<file path="src/rtl/ads_frame_rx_pkg.sv">
// Shared definitions for the ADS1299-style readout front-end and the ANC stage downstream.
// Frame geometry, header sync pattern and receiver state encoding.
package ads_frame_rx_pkg;

  localparam int W1_DEF     = 24;
  localparam int NCH_DEF    = 8;
  localparam int FRAME_BITS = (NCH_DEF + 1) * W1_DEF;

  localparam logic [3:0] STATUS_SYNC = 4'b1100;

  typedef enum logic [1:0] {
    IDLE  = 2'd0,
    SHIFT = 2'd1,
    DONE  = 2'd2
  } state_t;

  function automatic logic header_ok(input logic [3:0] hdr);
    return hdr == STATUS_SYNC;
  endfunction

endpackage

</file>
<file path="src/rtl/ads_frame_rx_if.sv">
// Serial ADC pins plus the decoded sample bus of the frame receiver.
// The master side is the receiver; the slave side is the ADC / sample consumer.
interface ads_frame_rx_if
  import ads_frame_rx_pkg::*;
#(
  parameter int W1 = W1_DEF
);
  logic          drdy_n;
  logic          dout;
  logic          sclk;
  logic          cs_n;
  logic [W1-1:0] Sn0;
  logic [W1-1:0] Rn0;
  logic [W1-1:0] status;
  logic          valid;
  logic          frame_err;
  logic          ovr;

  modport master (
    input  drdy_n, dout,
    output sclk, cs_n, Sn0, Rn0, status, valid, frame_err, ovr
  );

  modport slave (
    output drdy_n, dout,
    input  sclk, cs_n, Sn0, Rn0, status, valid, frame_err, ovr
  );
endinterface

</file>
<file path="src/rtl/ads_frame_rx_sync_edge_det.sv">
// Two-flop synchronizer for an asynchronous active-low strobe, plus a registered
// one-cycle pulse on its synchronized falling edge.
module sync_edge_det (
  input  logic clk,
  input  logic reset,
  input  logic async_in,
  output logic fall
);
  logic sync1_reg, sync2_reg, sync3_reg;
  logic fall_reg;

  // The chain keeps tracking the pin during reset so a line held low across
  // reset release is not mistaken for a fresh edge.
  always_ff @(posedge clk) begin
    sync1_reg <= async_in;
    sync2_reg <= sync1_reg;
    sync3_reg <= sync2_reg;
    if (reset) begin
      fall_reg <= 1'b0;
    end else begin
      fall_reg <= sync3_reg & ~sync2_reg;
    end
  end

  assign fall = fall_reg;
endmodule

</file>
<file path="src/rtl/ads_frame_rx.sv">
// Clocks one status+channels frame out of the ADC per DRDY and presents the
// selected signal/reference channels with a one-cycle valid strobe.
module ads_frame_rx
  import ads_frame_rx_pkg::*;
#(
  parameter int W1     = W1_DEF,
  parameter int NCH    = NCH_DEF,
  parameter int CLKDIV = 4,
  parameter int SN_CH  = 1,
  parameter int RN_CH  = 2
) (
  input  logic           clk,
  input  logic           reset,
  input  logic           en,
  ads_frame_rx_if.master bus
);
  localparam int FB    = (NCH + 1) * W1;
  localparam int CNT_W = $clog2(FB);
  localparam int DIV_W = (CLKDIV > 1) ? $clog2(CLKDIV) : 1;
  localparam int SN_HI = FB - 1 - W1 * SN_CH;
  localparam int RN_HI = FB - 1 - W1 * RN_CH;

  state_t           state_reg, state_next;
  logic             drdy_fall;
  logic [DIV_W-1:0] div_cnt_reg;
  logic [CNT_W-1:0] bit_cnt_reg;
  logic [FB-1:0]    shift_reg;
  logic             sclk_reg, cs_n_reg, valid_reg, frame_err_reg, ovr_reg;
  logic [W1-1:0]    sn_reg, rn_reg, status_reg;
  logic             start, shifting, sample_edge, commit, tick, last_bit;

  sync_edge_det u_sync (
    .clk      (clk),
    .reset    (reset),
    .async_in (bus.drdy_n),
    .fall     (drdy_fall)
  );

  assign tick     = div_cnt_reg == DIV_W'(CLKDIV - 1);
  assign last_bit = bit_cnt_reg == CNT_W'(FB - 1);

  always_ff @(posedge clk) begin
    if (reset) state_reg <= IDLE;
    else       state_reg <= state_next;
  end

  always_comb begin
    state_next = state_reg;
    case (state_reg)
      IDLE:    if (start) state_next = SHIFT;
      SHIFT:   if (sample_edge && last_bit) state_next = DONE;
      DONE:    state_next = IDLE;
      default: state_next = IDLE;
    endcase
  end

  // A data bit is taken on the clk edge that brings sclk back low.
  always_comb begin
    start       = 1'b0;
    shifting    = 1'b0;
    sample_edge = 1'b0;
    commit      = 1'b0;
    case (state_reg)
      IDLE:  start = drdy_fall & en;
      SHIFT: begin
        shifting    = 1'b1;
        sample_edge = tick & sclk_reg;
      end
      DONE:  commit = 1'b1;
      default: ;
    endcase
  end

  always_ff @(posedge clk) begin
    if (reset) begin
      div_cnt_reg   <= '0;
      bit_cnt_reg   <= '0;
      shift_reg     <= '0;
      sclk_reg      <= 1'b0;
      cs_n_reg      <= 1'b1;
      valid_reg     <= 1'b0;
      frame_err_reg <= 1'b0;
      ovr_reg       <= 1'b0;
      sn_reg        <= '0;
      rn_reg        <= '0;
      status_reg    <= '0;
    end else begin
      valid_reg     <= 1'b0;
      frame_err_reg <= 1'b0;
      if (drdy_fall && state_reg != IDLE) ovr_reg <= 1'b1;

      if (start) begin
        cs_n_reg    <= 1'b0;
        sclk_reg    <= 1'b0;
        div_cnt_reg <= '0;
        bit_cnt_reg <= '0;
      end

      if (shifting) begin
        if (tick) begin
          div_cnt_reg <= '0;
          sclk_reg    <= ~sclk_reg;
        end else begin
          div_cnt_reg <= div_cnt_reg + 1'b1;
        end
      end

      if (sample_edge) begin
        shift_reg   <= {shift_reg[FB-2:0], bus.dout};
        bit_cnt_reg <= bit_cnt_reg + 1'b1;
      end

      // Raw slices only; channels are already two's complement on the wire.
      if (commit) begin
        cs_n_reg <= 1'b1;
        if (header_ok(shift_reg[FB-1 -: 4])) begin
          valid_reg  <= 1'b1;
          status_reg <= shift_reg[FB-1 -: W1];
          sn_reg     <= shift_reg[SN_HI -: W1];
          rn_reg     <= shift_reg[RN_HI -: W1];
        end else begin
          frame_err_reg <= 1'b1;
        end
      end
    end
  end

  assign bus.sclk      = sclk_reg;
  assign bus.cs_n      = cs_n_reg;
  assign bus.Sn0       = sn_reg;
  assign bus.Rn0       = rn_reg;
  assign bus.status    = status_reg;
  assign bus.valid     = valid_reg;
  assign bus.frame_err = frame_err_reg;
  assign bus.ovr       = ovr_reg;
endmodule

</file>
<file path="src/flat_wrapper.sv">
// flat-port wrapper written by rule: the top's interface ports become plain ports
module ads_frame_rx_flat import ads_frame_rx_pkg::*;
#(
  parameter int W1     = W1_DEF,
  parameter int NCH    = NCH_DEF,
  parameter int CLKDIV = 4,
  parameter int SN_CH  = 1,
  parameter int RN_CH  = 2
)
  (clk, reset, en, bus_drdy_n, bus_dout, bus_sclk, bus_cs_n, bus_Sn0, bus_Rn0, bus_status, bus_valid, bus_frame_err, bus_ovr);
  ads_frame_rx_if #(.W1(W1)) bus_i ();
  input  logic clk;
  input  logic reset;
  input  logic en;
  input wire logic [$bits(bus_i.drdy_n)-1:0] bus_drdy_n;
  input wire logic [$bits(bus_i.dout)-1:0] bus_dout;
  output wire logic [$bits(bus_i.sclk)-1:0] bus_sclk;
  output wire logic [$bits(bus_i.cs_n)-1:0] bus_cs_n;
  output wire logic [$bits(bus_i.Sn0)-1:0] bus_Sn0;
  output wire logic [$bits(bus_i.Rn0)-1:0] bus_Rn0;
  output wire logic [$bits(bus_i.status)-1:0] bus_status;
  output wire logic [$bits(bus_i.valid)-1:0] bus_valid;
  output wire logic [$bits(bus_i.frame_err)-1:0] bus_frame_err;
  output wire logic [$bits(bus_i.ovr)-1:0] bus_ovr;
  assign bus_i.drdy_n = bus_drdy_n;
  assign bus_i.dout = bus_dout;
  assign bus_sclk = bus_i.sclk;
  assign bus_cs_n = bus_i.cs_n;
  assign bus_Sn0 = bus_i.Sn0;
  assign bus_Rn0 = bus_i.Rn0;
  assign bus_status = bus_i.status;
  assign bus_valid = bus_i.valid;
  assign bus_frame_err = bus_i.frame_err;
  assign bus_ovr = bus_i.ovr;
  ads_frame_rx #(.W1(W1), .NCH(NCH), .CLKDIV(CLKDIV), .SN_CH(SN_CH), .RN_CH(RN_CH)) u_core (.clk(clk), .reset(reset), .en(en), .bus(bus_i));
endmodule
</file>
<file path="config.mk">
export PLATFORM = sky130hd
export DESIGN_NAME = ads_frame_rx_flat
export DESIGN_NICKNAME = d
export VERILOG_FILES = /design/src/rtl/ads_frame_rx_pkg.sv /design/src/rtl/ads_frame_rx_if.sv /design/src/rtl/ads_frame_rx_sync_edge_det.sv /design/src/rtl/ads_frame_rx.sv /design/src/flat_wrapper.sv
export SDC_FILE = /design/constraint.sdc
export NUM_CORES = 1
export LEC_CHECK = 0
export ABC_AREA = 1
export ABC_CLOCK_PERIOD_IN_PS = 1450
export CORE_MARGIN = 2
export CORE_UTILIZATION = 27
export DETAILED_ROUTE_END_ITERATION = 8
export PLACE_DENSITY = 0.42
export SLEW_MARGIN = 5
export SYNTH_ARGS = -nofsm -noshare
export SYNTH_HDL_FRONTEND = slang
export SYNTH_SLANG_ARGS = --single-unit
</file>
<file path="constraint.sdc">
create_clock -name clk -period 1.45 [get_ports clk]
set_clock_uncertainty 0.05 [all_clocks]
set_input_delay 0.29 -clock clk [delete_from_list [all_inputs] [get_ports clk]]
set_output_delay 0.29 -clock clk [all_outputs]
set_load 0.02 [all_outputs]
</file>
Yosys cells after proc, flatten, opt, wreduce, memory -nomap -nowiden --
Index checks and enable logic that the tools add are counted.
Word-level totals: register bits after elaboration 309, input bits 5, output and inout port bits 77, logic and storage cells 58
Cells by class: add/sub/neg operators 2, eq/ne operators 7, mux-type cells 17, bitwise operators 6, reductions and logical operators 10
Operators by type and width (number):
- $mux 8 | 2
- $mux 2 | 5
- $mux 1 | 9
- $add 8x1->8 const B | 1
- $eq 8x8->1 const B | 1
- $reduce_bool 2->1 | 3
- $eq 2x2->1 const B | 2
- $eq 4x4->1 const B | 1
- $ne 2x1->1 const B | 2
- $pmux 2 s2 | 1
- $reduce_and 2->1 | 2
- $reduce_or 2->1 | 2
- $and 1x1->1 | 3
- $not 1->1 | 3
- $add 2x1->2 const B | 1
- $eq 2x1->1 const B | 1
- $logic_and 1x1->1 | 2
- $logic_not 2->1 | 1

Depth between registers and ports, before layout --
Gate-level depths: netlist of run 1.
depth after elaboration 6, mapped depth 8, depth with buffers taken out 7

Hierarchy --
Synthesis of run 1 repeated with hierarchy kept, for this count alone.
Second synthesis, totals: cells, all modules 1500, area total of the unflattened synthesis 11124.4 um^2
Modules (own cells, without submodules):
- ads_frame_rx | instances 1, cells each 1493, area an instance 11030.6 um^2, seq. area each 6105.9 um^2
- sync_edge_det | instances 1, cells each 7, area an instance 93.8 um^2, seq. area each 80.1 um^2

Worst setup path before layout of run 1 --
Ideal clock, no wire load.
kind reg2reg, start point register u_core.div_cnt_reg[0], end point register u_core.sclk_reg, in the netlist u_core.bus.sclk, setup time 70 ps, arrival 1329 ps, data required time 1330 ps, setup slack 1 ps, cell stages (with the launch flop) 7, buffers on the path 2, period minus slack after synthesis 1449 ps, cell sequence dfxtp_1 > ha_1 > nand4_2 > buf_2 > clkbuf_1 > nand2_1 > a21oi_1
Between the ends: longest elaborated chain between the ends 3
RTL lines:
- start, declared | RTL line ads_frame_rx.sv:25 | logic [DIV_W-1:0] div_cnt_reg;
- start signal, assigned | RTL line ads_frame_rx.sv:104 | div_cnt_reg <= div_cnt_reg + 1'b1;
- $eq 2x2->1 | RTL line ads_frame_rx.sv:39 | assign tick = div_cnt_reg == DIV_W'(CLKDIV - 1);
- $mux 1 | RTL line ads_frame_rx.sv:100 | if (tick) begin
- $mux 1 | RTL line ads_frame_rx.sv:99 | if (shifting) begin
- end signal, assigned | RTL line ads_frame_rx.sv:102 | sclk_reg <= ~sclk_reg;
- end, declared | RTL line ads_frame_rx.sv:28 | logic sclk_reg, cs_n_reg, valid_reg, frame_err_reg, ovr_reg;
No other way between the ends. A chain may end at the register's enable or synchronous reset.

Worst setup path after layout of run 1 --
start point register u_core.div_cnt_reg[0], end point register u_core.shift_reg[143]
Between the ends: longest elaborated chain between the ends 3
RTL lines:
- $eq 2x2->1 | RTL line ads_frame_rx.sv:39
- $and 1x1->1 | RTL line ads_frame_rx.sv:67 | sample_edge = tick & sclk_reg;
- $mux 1 | RTL line ads_frame_rx.sv:63 | case (state_reg)
- end signal, assigned | RTL line ads_frame_rx.sv:109 | shift_reg <= {shift_reg[FB-2:0], bus.dout};
- end, declared | RTL line ads_frame_rx.sv:27 | logic [FB-1:0] shift_reg;
No other way between the ends.

==> flow_metrics.env, run 1 <==
export IMPL_endpoint_kind="flop"
export IMPL_initial_core_util_pct=27.3
export IMPL_insertion_delay_ps=520
export IMPL_finalHoldViolations=0
export IMPL_grt_overflow_total=0
export IMPL_layout_min_cycle_time_ps=1440
export IMPL_io_pins=82
export IMPL_vias=9046
export IMPL_rrSetupSlack_ps=7
export IMPL_synth_edf_count=0
export IMPL_synth_flop_cell="dfxtp_1"
export IMPL_die_w_um=204
export IMPL_max_cap_violations=0
export IMPL_place_inst=1919
export IMPL_worst_pin_slew_ps=339
export IMPL_cp_required_ps=1810
export IMPL_coreArea_um2=39700
export IMPL_slew_headroom_pct=77.4
export IMPL_portBuffers=81
export IMPL_cts_sinks=309
export IMPL_synth_nets=1380
export IMPL_clock_fmax_ghz=0.693
export IMPL_clk_pin_slew_ps=60
export IMPL_drc_errors=0
export IMPL_chipHeight_um=204
export IMPL_wl_per_cell_um=13.5
export IMPL_arrival_ps=1800
export IMPL_dr_pass1_iters=5
export IMPL_ir_worst_vdd_uv=583
export IMPL_htreeDepth=2
export IMPL_critPathLaunch="u_core.div_cnt_reg[0]"
export IMPL_yosysWarnings=0
export IMPL_n_antenna_cell=0
export IMPL_power_density_nw_per_um2=1270
export IMPL_cp_max_fo=28
export IMPL_hp_class="in2reg"
export IMPL_avgViaCountPerCell=4.53
export IMPL_clockBufferDepth=3
export IMPL_outcome="finished clean"
export IMPL_fin_crit_sh_pct=99.5
export IMPL_antenna_found_initial=0
export IMPL_antenna_left=0
export IMPL_layout_nets=1455
export IMPL_grt_max_degree=70
export IMPL_reg2regPathDepth=7
export IMPL_synth_area_per_cell_um2=7.90
export IMPL_die_area_um2=41800
export IMPL_syn_area_um2=10800
export IMPL_p_leak_uw=0.00623
export IMPL_report_final_slew_viol_count=0
export IMPL_gp_congestion=0.699
export IMPL_critical_path_class="reg2reg"
export IMPL_holdPathEnd="u_core.u_sync.sync1_reg"
export IMPL_start_kind="flop"
export IMPL_worstHoldStart="bus_drdy_n"
export IMPL_cts_root_buf="clkbuf_16"
export IMPL_timing_rr_end="u_core.shift_reg[143]"
export IMPL_r2r_start="u_core.div_cnt_reg[0]"
export IMPL_finalNonFillerCells=1997
export IMPL_largest_reg_flops=216
export IMPL_rsz0062_at_grt="yes"
export IMPL_syn_to_final_growth_pct=28.1
export IMPL_final_util_pct=35.0
export IMPL_post_dp_hpwl_um=15000
export IMPL_ys_ff_latch=309
export IMPL_drt_wl_total_um=26900
export IMPL_cts_made_buffers=37
export IMPL_yosysSeqAreaShare_pct=57.0
export IMPL_first_iter_violations=502
export IMPL_setup_violations=0
export IMPL_ys_types=23
export IMPL_grt_usage_pct=12.6
export IMPL_grt_pass1_wl_um=43900
export IMPL_synthCells=1373
export IMPL_grt_pass1_vias=8628
export IMPL_drive_gt1_share_pct=17.8
export IMPL_rows=73
export IMPL_hold_path_cell_count=1
export IMPL_synthArstFlopShare_pct=0
export IMPL_cts_tree="done"
worst max-delay path by stage:
stage | depth (start not counted) | slack, ps | end
final | 7 | 7 | u_core.shift_reg[143]
after CTS | 8 | -20 | u_core.shift_reg[137]
after global routing | 7 | -90 | u_core.shift_reg[11]
after detailed placement | 7 | -120 | u_core.shift_reg[185]
after floorplan | 6 | 1 | u_core.bus.sclk
after global placement | 9 | -80 | u_core.bit_cnt_reg[7]
layout make-up:
class                           count  area, um^2
Inverter                           14        57.6
Clock buffer                       51        1040
Timing Repair Buffer              147        1510
Clock inverter                     12         118
Tap cell                          525         657
Fill cell                        4187       25800
Sequential cell                   309        6200
Multi-Input combinational cell    939        4320
power by group:
| part | internal (uW) | leakage, uW | switching (uW) |
|---|---|---|---|
| clock | 5350 | 0.000577 | 3520 |
| sequential | 8500 | 0.00249 | 5.53 |
| combinational | 71.3 | 0.00316 | 147 |
cells by family after synthesis:
kind of cell	after synthesis	synth area share, %
compound gates	305	14.1
fa+ha+maj	2	0.231
simple gates	632	23.9
buf+inv	125	4.75
flops	309	57.0
cell usage after synthesis, types with 2 or more instances:
master | n | area, um^2
buf_2 | 30 | 150
buf_4 | 2 | 15.0
o21ai_0 | 176 | 881
nand4_1 | 69 | 432
nor2_1 | 445 | 1670
inv_2 | 2 | 7.51
a21oi_1 | 81 | 405
nand3_1 | 17 | 85.1
ha_1 | 2 | 25.0
dfxtp_1 | 309 | 6190
clkbuf_1 | 77 | 289
nor3_1 | 2 | 10.0
inv_1 | 12 | 45.0
o21ai_1 | 48 | 240
nand2_1 | 93 | 349
repair_timing:
item,CTS,global route
gates cloned,3,5
setup endpoints to repair,270,221
pin swaps,2,3
gates resized for setup,339,59
setup buffers,9,1
hold buffers,0,0
worst max-delay path, stage by stage (launching register included):
cell     delay [ps]
dfxtp_2         350
ha_4            160
buf_6           100
nand4_4         120
buf_12          200
buf_12          180
nor2_1          100
nor2_1           60
per-layer routing:
metal	part of all wire, %	global-route usage, %
met1	49	16.9
met2	45	20.5
met3	3.5	2.41
met4	1.9	3.78
met5	0	0
through the flow:
stage               hold slack, ps  instance area [um^2]  worst slack (ps)  total power, uW  setup TNS, ps
floorplan                      260                 10800              1.19             8810              0
global placement               267                 12600             -84.8             8910          -3020
detailed placement             267                 12600              -117             8910          -6820
CTS                            139                 13700             -24.7            18000           -261
global route                   161                 13900             -86.6            18300          -7330
finish                         164                 13900              7.40            17600              0
placed cells by master, fill, tap and decap left out, types with 2 or more instances in the layout:
master / instances
a21oi_1: 79
a21oi_2: 2
buf_12: 31
buf_16: 4
buf_2: 73
buf_4: 24
buf_6: 6
bufinv_16: 2
clkbuf_1: 8
clkbuf_16: 42
clkbuf_8: 6
clkdlybuf4s50_1: 3
clkinv_2: 8
dfxtp_1: 302
dfxtp_2: 6
inv_1: 11
inv_4: 2
inv_6: 2
nand2_1: 92
nand3_1: 15
nand4_1: 69
nor2_1: 408
nor2_2: 36
nor2_4: 3
nor3_1: 2
o21ai_0: 159
o21ai_1: 60
o21ai_2: 5
No activity file was read; power rests on OpenSTA's default activity.
==> run 2: changes to the inputs <==
- CORE_MARGIN: 2 -> default
- SETUP_SLACK_MARGIN: default -> 0.1
==> run 2 against run 1 <==
- the run now ends with negative setup slack left
- non-clock buffer count increased by 73
- total power decreased by 0.23%
- worst hold slack improved by 11 ps
- design area increased by 22%
- die area decreased by 1.9%
- highest routed layer unchanged
- critical path type unchanged
- combinational power increased by 17%
- via count increased by 6.2%
- clock-buffer cell count increased by 3
- critical path depth increased by 1
==> flow_metrics.env, run 2 (same netlist as run 1, synthesis figures left out) <==
export IMPL_outcome="finished, violations left"
export IMPL_violations="negative setup slack"
export IMPL_insertion_delay_ps=530
export IMPL_initial_core_util_pct=27.4
export IMPL_worst_pin_slew_ps=475
export IMPL_vias=9606
export IMPL_max_cap_violations=0
export IMPL_chipHeight_um=202
export IMPL_hold_path_cell_count=1
export IMPL_post_dp_hpwl_um=15200
export IMPL_slew_headroom_pct=68.4
export IMPL_clk_pin_slew_ps=60
export IMPL_arrival_ps=1860
export IMPL_cp_max_fo=9
export IMPL_gp_congestion=0.675
export IMPL_grt_pass1_wl_um=46200
export IMPL_cp_required_ps=1810
export IMPL_endpoint_kind="flop"
export IMPL_cts_root_buf="clkbuf_16"
export IMPL_hp_class="in2reg"
export IMPL_grt_max_degree=81
export IMPL_layout_min_cycle_time_ps=1500
export IMPL_grt_pass1_vias=8902
export IMPL_r2r_start="u_core.div_cnt_reg[0]"
export IMPL_finalNonFillerCells=2067
export IMPL_rsz0062_at_grt="yes"
export IMPL_drc_errors=0
export IMPL_critPathLaunch="u_core.div_cnt_reg[0]"
export IMPL_power_density_nw_per_um2=1040
export IMPL_dp_slack_ps=-65.3
export IMPL_cts_made_buffers=37
export IMPL_setup_violations=94
export IMPL_die_area_um2=41000
export IMPL_finalHoldViolations=0
export IMPL_rows=73
export IMPL_portBuffers=81
export IMPL_clock_fmax_ghz=0.668
export IMPL_antenna_left=0
export IMPL_die_w_um=202
export IMPL_antenna_found_initial=0
export IMPL_syn_to_final_growth_pct=56.3
export IMPL_coreArea_um2=39600
export IMPL_ir_worst_vdd_uv=698
export IMPL_nFillCells=3893
export IMPL_largest_reg_flops=216
export IMPL_report_final_slew_viol_count=0
export IMPL_worstHoldStart="bus_drdy_n"
export IMPL_n_antenna_cell=0
export IMPL_io_pins=82
export IMPL_p_leak_uw=0.00699
export IMPL_grt_usage_pct=13.5
export IMPL_clockBufferDepth=3
export IMPL_cts_tree="done"
export IMPL_htreeDepth=2
export IMPL_hold_buffers=0
export IMPL_cts_sinks=309
export IMPL_worstPathCellList="ha_4, buf_6, nand4_4, buf_12, clkbuf_16, clkbuf_16, nor2_1, nor2_1"
export IMPL_worst_slack_ps=-47.0
export IMPL_fin_crit_sh_pct=103
export IMPL_first_iter_violations=430
export IMPL_dr_pass1_iters=4
export IMPL_drive_gt1_share_pct=39.4
export IMPL_wl_per_cell_um=15.9
export IMPL_final_cell_mix="nor2_1, dfxtp_1, o21ai_1"
export IMPL_slowest_stage="dfxtp_2"
export IMPL_avgViaCountPerCell=4.65
export IMPL_reg2regPathDepth=8
export IMPL_critPathMaxStageDelay_ps=350
export IMPL_start_kind="flop"
export IMPL_drt_wl_total_um=33000
export IMPL_grt_overflow_total=0
export IMPL_layout_nets=1528
export IMPL_final_common_cell="nor2_1"
export IMPL_place_inst=1926
export IMPL_critical_path_class="reg2reg"
run 2: cell count changes in the layout (fill, tap and decap cells not counted), moves of 52 or more:
cell | previous run | this run
dfxtp_2 | 6 | 69
nor2_4 | 3 | 80
nor2_2 | 36 | 88
dfxtp_1 | 302 | 235
buf_6 | 6 | 89
nor2_1 | 408 | 279
o21ai_0 | 159 | 42
o21ai_1 | 60 | 153
buf_2 | 73 | 3
run 2: power breakdown:
part / total [uW] / internal, uW / switching, uW
sequential: 8500 / 8490 / 5.80
clock: 8800 / 5240 / 3560
combinational: 254 / 84.1 / 170
run 2: routing by layer:
| metal | GRT usage (%) | routed length (um) | up-vias |
|---|---|---|---|
| li1 | - | - | 4858 |
| met1 | 18.3 | 15800 | 4543 |
| met5 | 0 | 0 | - |
| met2 | 21.8 | 15200 | 159 |
| met3 | 2.43 | 1330 | 46 |
| met4 | 3.81 | 668 | 0 |
run 2: cell type report:
class	count	area (um^2)	share of cell area [%]
Clock buffer	54	1060	6.25
Clock inverter	6	83.8	0.495
Inverter	14	62.6	0.369
Multi-Input combinational cell	939	5450	32.1
Sequential cell	309	6290	37.1
Tap cell	525	657	3.87
Timing Repair Buffer	220	3350	19.8
run 2: worst max-delay path, delay by kind of cell, from the launching register on:
kind | cells | cell delay [ps]
flops | 1 | 350
fa+ha+maj | 1 | 160
simple gates | 3 | 210
buf+inv | 4 | 630
run 2: path summary, 6_finish.rpt:
kind	end	slack, ps
max	u_core.shift_reg[46]	-50
min	u_core.u_sync.sync1_reg	180
max reg2reg	u_core.shift_reg[46]	-50
min reg2reg	u_core.u_sync.sync2_reg	280
run 2: through the flow:
step	utilization (%)	power [uW]	setup TNS, ps	hold WS [ps]	area (um^2)
after CTS	36.6	17800	-810	146	14500
after floorplan	-	8810	0	260	10900
final	42.8	17500	-1140	175	17000
after global placement	31.9	8920	-1570	262	12600
after global routing	42.8	18200	-11240	145	17000
after detailed placement	31.9	8920	-3910	266	12600
run 2: what timing repair did:
action / in CTS / in global routing
resized for setup: 710 / 408
buffers inserted: 17 / 17
setup endpoints to repair: 371 / 338
pin swaps: 9 / 42
gates cloned: 8 / 41
